[src/rtl/lcd_ctrl_if.sv]
// Panel-side bus of the character LCD controller (HD44780-style 8-bit write port).
interface lcd_ctrl_if;
  logic       lcd_on_o;
  logic       lcd_rs_o;
  logic       lcd_rw_o;
  logic       lcd_en_o;
  logic [7:0] lcd_data_o;

  modport master (output lcd_on_o, lcd_rs_o, lcd_rw_o, lcd_en_o, lcd_data_o);
  modport slave  (input  lcd_on_o, lcd_rs_o, lcd_rw_o, lcd_en_o, lcd_data_o);
endinterface

[src/rtl/lcd_ctrl.sv]
// Character LCD write controller: toggle-triggered requests, one-entry pending slot.
// Define LCD_CTRL_INIT_EN to add the power-up wait and built-in panel init sequence.
module lcd_ctrl #(
  parameter int T_PWRUP = 750000,
  parameter int T_SETUP = 2,
  parameter int T_EN    = 12,
  parameter int T_CMD   = 2000,
  parameter int T_CLR   = 82000
) (
  input  logic        clk_i,
  input  logic        rst_i,
  input  logic [31:0] lcd_word_i,
  lcd_ctrl_if.master  lcd_if,
  output logic        busy_o,
  output logic        ovf_o
);

  localparam int CntMax0 = (T_PWRUP > T_CLR) ? T_PWRUP : T_CLR;
  localparam int CntMax  = (CntMax0 > T_CMD) ? CntMax0 : T_CMD;
  localparam int CntW    = $clog2(CntMax + 1);

`ifdef LCD_CTRL_INIT_EN
  typedef enum logic [2:0] {PWRUP, INIT, IDLE, SETUP, PULSE, WAIT} state_t;
  localparam state_t ResetState = PWRUP;
  localparam logic   ResetBusy  = 1'b1;
`else
  typedef enum logic [1:0] {IDLE, SETUP, PULSE, WAIT} state_t;
  localparam state_t ResetState = IDLE;
  localparam logic   ResetBusy  = 1'b0;
`endif

  state_t          state_q, state_d;
  logic [CntW-1:0] cnt_q, cnt_d;
  logic            tog_q;
  logic            slotFull_q, slotFull_d;
  logic            slotRs_q, slotRs_d;
  logic [7:0]      slotData_q, slotData_d;
  logic            ovf_q, ovf_d;
  logic            en_q, en_d;
  logic            rs_q, rs_d;
  logic [7:0]      data_q, data_d;
  logic            on_q;
  logic            busy_q, busy_d;
  logic            req, consume, isClr;
  logic [CntW-1:0] waitLast;
  logic            unusedBits;

`ifdef LCD_CTRL_INIT_EN
  logic [2:0] initIdx_q, initIdx_d;

  function automatic logic [7:0] initCmd(input logic [1:0] idx);
    case (idx)
      2'd0:    initCmd = 8'h38;
      2'd1:    initCmd = 8'h0C;
      2'd2:    initCmd = 8'h01;
      default: initCmd = 8'h06;
    endcase
  endfunction
`endif

  assign unusedBits = ^{lcd_word_i[30:11], lcd_word_i[8]};

  // Clear and home are slow on the panel, so they get the long post-strobe wait.
  assign isClr    = !rs_q && ((data_q == 8'h01) || (data_q == 8'h02));
  assign waitLast = isClr ? CntW'(T_CLR - 1) : CntW'(T_CMD - 1);

  always_comb begin
    req        = lcd_word_i[10] ^ tog_q;
    consume    = 1'b0;
    state_d    = state_q;
    cnt_d      = cnt_q;
    en_d       = en_q;
    rs_d       = rs_q;
    data_d     = data_q;
    slotFull_d = slotFull_q;
    slotRs_d   = slotRs_q;
    slotData_d = slotData_q;
    ovf_d      = ovf_q;
`ifdef LCD_CTRL_INIT_EN
    initIdx_d  = initIdx_q;
`endif
    case (state_q)
`ifdef LCD_CTRL_INIT_EN
      PWRUP: begin
        if (cnt_q == CntW'(T_PWRUP - 1)) begin
          state_d = INIT;
          cnt_d   = '0;
        end else begin
          cnt_d = cnt_q + 1'b1;
        end
      end
      INIT: begin
        state_d = SETUP;
        rs_d    = 1'b0;
        data_d  = initCmd(initIdx_q[1:0]);
        cnt_d   = '0;
      end
`endif
      IDLE: begin
        if (slotFull_q) begin
          consume = 1'b1;
          state_d = SETUP;
          rs_d    = slotRs_q;
          data_d  = slotData_q;
          cnt_d   = '0;
        end
      end
      SETUP: begin
        if (cnt_q == CntW'(T_SETUP - 1)) begin
          state_d = PULSE;
          en_d    = 1'b1;
          cnt_d   = '0;
        end else begin
          cnt_d = cnt_q + 1'b1;
        end
      end
      PULSE: begin
        if (cnt_q == CntW'(T_EN - 1)) begin
          state_d = WAIT;
          en_d    = 1'b0;
          cnt_d   = '0;
        end else begin
          cnt_d = cnt_q + 1'b1;
        end
      end
      WAIT: begin
        if (cnt_q == waitLast) begin
          state_d = IDLE;
          cnt_d   = '0;
`ifdef LCD_CTRL_INIT_EN
          if (initIdx_q != 3'd4) begin
            initIdx_d = initIdx_q + 3'd1;
            if (initIdx_q != 3'd3) state_d = INIT;
          end
`endif
        end else begin
          cnt_d = cnt_q + 1'b1;
        end
      end
      default: state_d = ResetState;
    endcase

    // A slot being drained this cycle can accept a new request without overflow.
    if (req) begin
      if (!slotFull_q || consume) begin
        slotFull_d = 1'b1;
        slotRs_d   = lcd_word_i[9];
        slotData_d = lcd_word_i[7:0];
      end else begin
        ovf_d = 1'b1;
      end
    end else if (consume) begin
      slotFull_d = 1'b0;
    end

    busy_d = (state_d != IDLE) || slotFull_d;
  end

  always_ff @(posedge clk_i or posedge rst_i) begin
    if (rst_i) begin
      state_q    <= ResetState;
      cnt_q      <= '0;
      tog_q      <= 1'b0;
      slotFull_q <= 1'b0;
      slotRs_q   <= 1'b0;
      slotData_q <= 8'h00;
      ovf_q      <= 1'b0;
      en_q       <= 1'b0;
      rs_q       <= 1'b0;
      data_q     <= 8'h00;
      on_q       <= 1'b0;
      busy_q     <= ResetBusy;
`ifdef LCD_CTRL_INIT_EN
      initIdx_q  <= 3'd0;
`endif
    end else begin
      state_q    <= state_d;
      cnt_q      <= cnt_d;
      tog_q      <= lcd_word_i[10];
      slotFull_q <= slotFull_d;
      slotRs_q   <= slotRs_d;
      slotData_q <= slotData_d;
      ovf_q      <= ovf_d;
      en_q       <= en_d;
      rs_q       <= rs_d;
      data_q     <= data_d;
      on_q       <= lcd_word_i[31];
      busy_q     <= busy_d;
`ifdef LCD_CTRL_INIT_EN
      initIdx_q  <= initIdx_d;
`endif
    end
  end

  assign lcd_if.lcd_on_o   = on_q;
  assign lcd_if.lcd_rs_o   = rs_q;
  assign lcd_if.lcd_rw_o   = 1'b0;
  assign lcd_if.lcd_en_o   = en_q;
  assign lcd_if.lcd_data_o = data_q;
  assign busy_o            = busy_q;
  assign ovf_o             = ovf_q;

endmodule

[src/flat_wrapper.sv]
// flat-port wrapper written by rule: the top's interface ports become plain ports
module lcd_ctrl_flat 
#(
  parameter int T_PWRUP = 750000,
  parameter int T_SETUP = 2,
  parameter int T_EN    = 12,
  parameter int T_CMD   = 2000,
  parameter int T_CLR   = 82000
)
  (clk_i, rst_i, lcd_word_i, busy_o, ovf_o, lcd_if_lcd_on_o, lcd_if_lcd_rs_o, lcd_if_lcd_rw_o, lcd_if_lcd_en_o, lcd_if_lcd_data_o);
  lcd_ctrl_if lcd_if_i ();
  input  logic clk_i;
  input  logic rst_i;
  input  logic [31:0] lcd_word_i;
  output logic busy_o;
  output logic ovf_o;
  output wire logic [$bits(lcd_if_i.lcd_on_o)-1:0] lcd_if_lcd_on_o;
  output wire logic [$bits(lcd_if_i.lcd_rs_o)-1:0] lcd_if_lcd_rs_o;
  output wire logic [$bits(lcd_if_i.lcd_rw_o)-1:0] lcd_if_lcd_rw_o;
  output wire logic [$bits(lcd_if_i.lcd_en_o)-1:0] lcd_if_lcd_en_o;
  output wire logic [$bits(lcd_if_i.lcd_data_o)-1:0] lcd_if_lcd_data_o;
  assign lcd_if_lcd_on_o = lcd_if_i.lcd_on_o;
  assign lcd_if_lcd_rs_o = lcd_if_i.lcd_rs_o;
  assign lcd_if_lcd_rw_o = lcd_if_i.lcd_rw_o;
  assign lcd_if_lcd_en_o = lcd_if_i.lcd_en_o;
  assign lcd_if_lcd_data_o = lcd_if_i.lcd_data_o;
  lcd_ctrl #(.T_PWRUP(T_PWRUP), .T_SETUP(T_SETUP), .T_EN(T_EN), .T_CMD(T_CMD), .T_CLR(T_CLR)) u_core (.clk_i(clk_i), .rst_i(rst_i), .lcd_word_i(lcd_word_i), .lcd_if(lcd_if_i), .busy_o(busy_o), .ovf_o(ovf_o));
endmodule
[config.mk]
export PLATFORM = sky130hd
export DESIGN_NAME = lcd_ctrl_flat
export DESIGN_NICKNAME = d
export VERILOG_FILES = /design/src/rtl/lcd_ctrl_if.sv /design/src/rtl/lcd_ctrl.sv /design/src/flat_wrapper.sv
export SDC_FILE = /design/constraint.sdc
export NUM_CORES = 1
export LEC_CHECK = 0
export CORE_UTILIZATION = 46
export CTS_CLUSTER_SIZE = 8
export DETAILED_ROUTE_END_ITERATION = 8
export PLACE_DENSITY = 0.72
export SYNTH_ARGS = -nofsm -noshare
export SYNTH_HDL_FRONTEND = slang
export SYNTH_SLANG_ARGS = --single-unit
export TNS_END_PERCENT = 1
[constraint.sdc]
create_clock -name clk_i -period 2.04 [get_ports clk_i]
set_input_delay 0.306 -clock clk_i [delete_from_list [all_inputs] [get_ports clk_i]]
set_output_delay 0.306 -clock clk_i [all_outputs]
set_load 0.005 [all_outputs]
==> results.sh <==
export IMPL_status="finished with violations"
export IMPL_failed_checks="negative setup slack"
export IMPL_synth_top_cells_by_area="dfrtp_1 (51%), mux2_2 (9.0%), o21ai_0 (3.1%), nand2_1 (3.0%), nor2_1 (2.3%)"
export IMPL_postSynthCellCount=219
export IMPL_min_period_over_period=1.04
export IMPL_grt_pass1_vias=1843
export IMPL_ys_warn_count=0
export IMPL_finalSetupViolations=4
export IMPL_grt_usage=0.220
export IMPL_htreeDepth=2
export IMPL_crit_type="flip-flop to flip-flop"
export IMPL_fp_dieW_um=72.1
export IMPL_required_ns=2.24
export IMPL_root_buffer="clkbuf_8"
export IMPL_p_per_area_nw_per_um2=581
export IMPL_cts_sinks=46
export IMPL_gr_total_overflow=0
export IMPL_final_common_cell="dfrtp_1"
export IMPL_numCtsBuffers=5
export IMPL_vias=1852
export IMPL_endpoint_kind="flip-flop"
export IMPL_hold_class="input port to async pin"
export IMPL_placementRows=25
export IMPL_fmax_mhz=472
export IMPL_vdd_drop_max_v=0.000435
export IMPL_synth_cell_types=45
export IMPL_vias_per_cell=5.43
export IMPL_nets=309
export IMPL_cts_tree="done"
export IMPL_rsz0062_at_grt="yes"
export IMPL_final_cell_mix="dfrtp_1 (46), buf_4 (33), clkdlybuf4s50_1 (25)"
export IMPL_leakage_nw=1.36
export IMPL_die_y_um=72.1
export IMPL_cts_setup_buffers=0
export IMPL_antenna_found_initial=0
export IMPL_synth_avg_cell_area_um2=10.3
export IMPL_final_setup_worst_slack_ns=-0.0803
export IMPL_slew_viol_final=0
export IMPL_synth_top_area_cell="dfrtp_1"
export IMPL_dp_hpwl_um=3700
export IMPL_dr_pass1_iters=4
export IMPL_cap_violations=0
export IMPL_final_period_minus_worst_setup_slack_ns=2.12
export IMPL_synth_seq_area_share=0.510
export IMPL_cp_slowest_cell="or4_4"
export IMPL_clockBufferDepth=2
export IMPL_start_util=0.478
export IMPL_grt_pass1_wl_um=8730
export IMPL_clk_latency_ns=0.30
export IMPL_io_pins=48
export IMPL_coreArea_um2=4720
export IMPL_holdBufCountCts=0
export IMPL_hold_violations=0
export IMPL_clock_skew_ns=0.00431
export IMPL_grt_max_degree=47
export IMPL_finalNonFillerCells=341
export IMPL_path_cells="nor4_2 -> buf_4 -> and3_1 -> mux2i_1 -> or4_4 -> a31o_1 -> a21o_1"
export IMPL_drive_gt1_frac=0.263
export IMPL_netlist_area_leader_share=0.510
export IMPL_die_area_um2=5190
export IMPL_synth_fp_nets=255
export IMPL_ys_ff_latch=46
export IMPL_cp_data_arrival_time_ns=2.32
export IMPL_place_congestion=0.830
export IMPL_clk_pin_slew_ns=0.08
export IMPL_whs_ns=0.348
export IMPL_drc=0
export IMPL_totalWireLength_um=5080
export IMPL_drt_iter0_drc=92
export IMPL_cp_max_fo=5
export IMPL_worstSetupStartpointType="flip-flop"
export IMPL_total_power_mw=1.71
export IMPL_area_delta_synth_final_pct=30.6
export IMPL_portBuffers=25
export IMPL_syn_cell_area_um2=2260
export IMPL_wire_per_inst_um=14.9
export IMPL_finalSetupTns_ns=-0.134
export IMPL_ff2ff_path_depth=7
export IMPL_dp_cells=333
export IMPL_antenna_left=0
export IMPL_post_place_ws_ns=-0.134
export IMPL_max_stage_delay_ns=0.49
export IMPL_antenna_cells=0
[cell usage after synthesis, drive strengths merged]
cell and n:
a211o 1, conb 1, nand2b 1, or2 1
o21ai 19, o221a 1, nor2 14, nand2 18
nor2b 1, a31oi 5, a21o 4, buf 5
o21bai 1, and3 6, clkbuf 9, inv 5
o41a 1, nor3 7, xor2 2, or4 2
a21oi 4, a31o 2, dfrtp 46, nand4 6
xnor2 5, ha 2, o31ai 3, o22ai 3
nor3b 2, a21boi 1, mux2i 2, a2bb2oi 1
mux2 18, nand3 10, and4 2, nor4 4
and2 2, or3 1, a22o 1
[per-layer routing]
layer | global-route usage | share of wire | up-vias | wire length, um
met5 | 0 | 0 | - | 0
met4 | 0.0850 | 0.018 | 0 | 93
met3 | 0.0514 | 0.025 | 7 | 128
met2 | 0.349 | 0.49 | 25 | 2480
met1 | 0.294 | 0.47 | 920 | 2380
li1 | - | - | 900 | -
[flip-flops by register name, summed over array words and instances, names as in the netlist]
name and count:
u_core.slotData_q 8, u_core.lcd_if.lcd_rs_o 1, u_core.lcd_if.lcd_data_o 8, u_core.slotFull_q 1
u_core.ovf_o 1, u_core.lcd_if.lcd_en_o 1, u_core.tog_q 1, u_core.busy_o 1
u_core.state_q 2, u_core.cnt_q 20, u_core.slotRs_q 1, u_core.lcd_if.lcd_on_o 1
[final cells by class]
class / instances / area (um2)
fillers: 411 / 1770
flip-flops and latches: 46 / 1150
multi-input cells: 154 / 1050
repair buffers: 61 / 541
well taps: 67 / 83.8
clock buffers: 6 / 72.6
clock inverters: 2 / 37.5
inverters: 5 / 18.8
[metrics by stage]
step	area, um2	util
after global routing	2950	0.625
after detailed placement	2800	0.593
after global placement	2800	0.593
after CTS	2920	0.619
final	2950	0.625
after floorplan	2260	-
[report_power, final]
group          switching, mW  internal, mW
clock                  0.300         0.365
combinational         0.0335        0.0521
sequential            0.0164         0.948
[final timing paths]
path | from | end | slack, ns
setup / recovery | u_core.cnt_q[10] | u_core.cnt_q[16] | -0.08
hold / removal | rst_i | u_core.lcd_if.lcd_data_o[2] | 0.35
setup reg to reg | u_core.cnt_q[10] | u_core.cnt_q[16] | -0.08
hold reg to reg | u_core.ovf_o | u_core.ovf_o | 0.50
max in group asynchronous | rst_i | u_core.slotData_q[0] | 1.46
min in group clk_i | lcd_word_i[31] | u_core.lcd_if.lcd_on_o | 0.44
[what timing repair did]
action / CTS / global route
endpoints found under the setup margin: 6 / 16
gates resized for setup: 2 / 5
pin swaps: 2 / 0
endpoints found under the hold margin: 0 / 0
[critical path: cells and delay by family, from the launching register on]
| family | cells | cell delay (ns) |
|---|---|---|
| simple gates | 3 | 0.93 |
| flops | 1 | 0.40 |
| buf+inv | 1 | 0.16 |
| compound gates | 2 | 0.40 |
| mux | 1 | 0.13 |
[cells by family after synthesis]
logic type,Yosys count,synth area share
buffers and inverters,19,0.0416
other,1,0.00166
AOI/OAI and AO/OA,47,0.134
adders and majority gates,2,0.0111
xor gates and xnor gates,7,0.0271
muxes,20,0.0986
and+or+nand+nor,77,0.176
DFF,46,0.510
No activity file was read; power rests on OpenSTA's default activity.
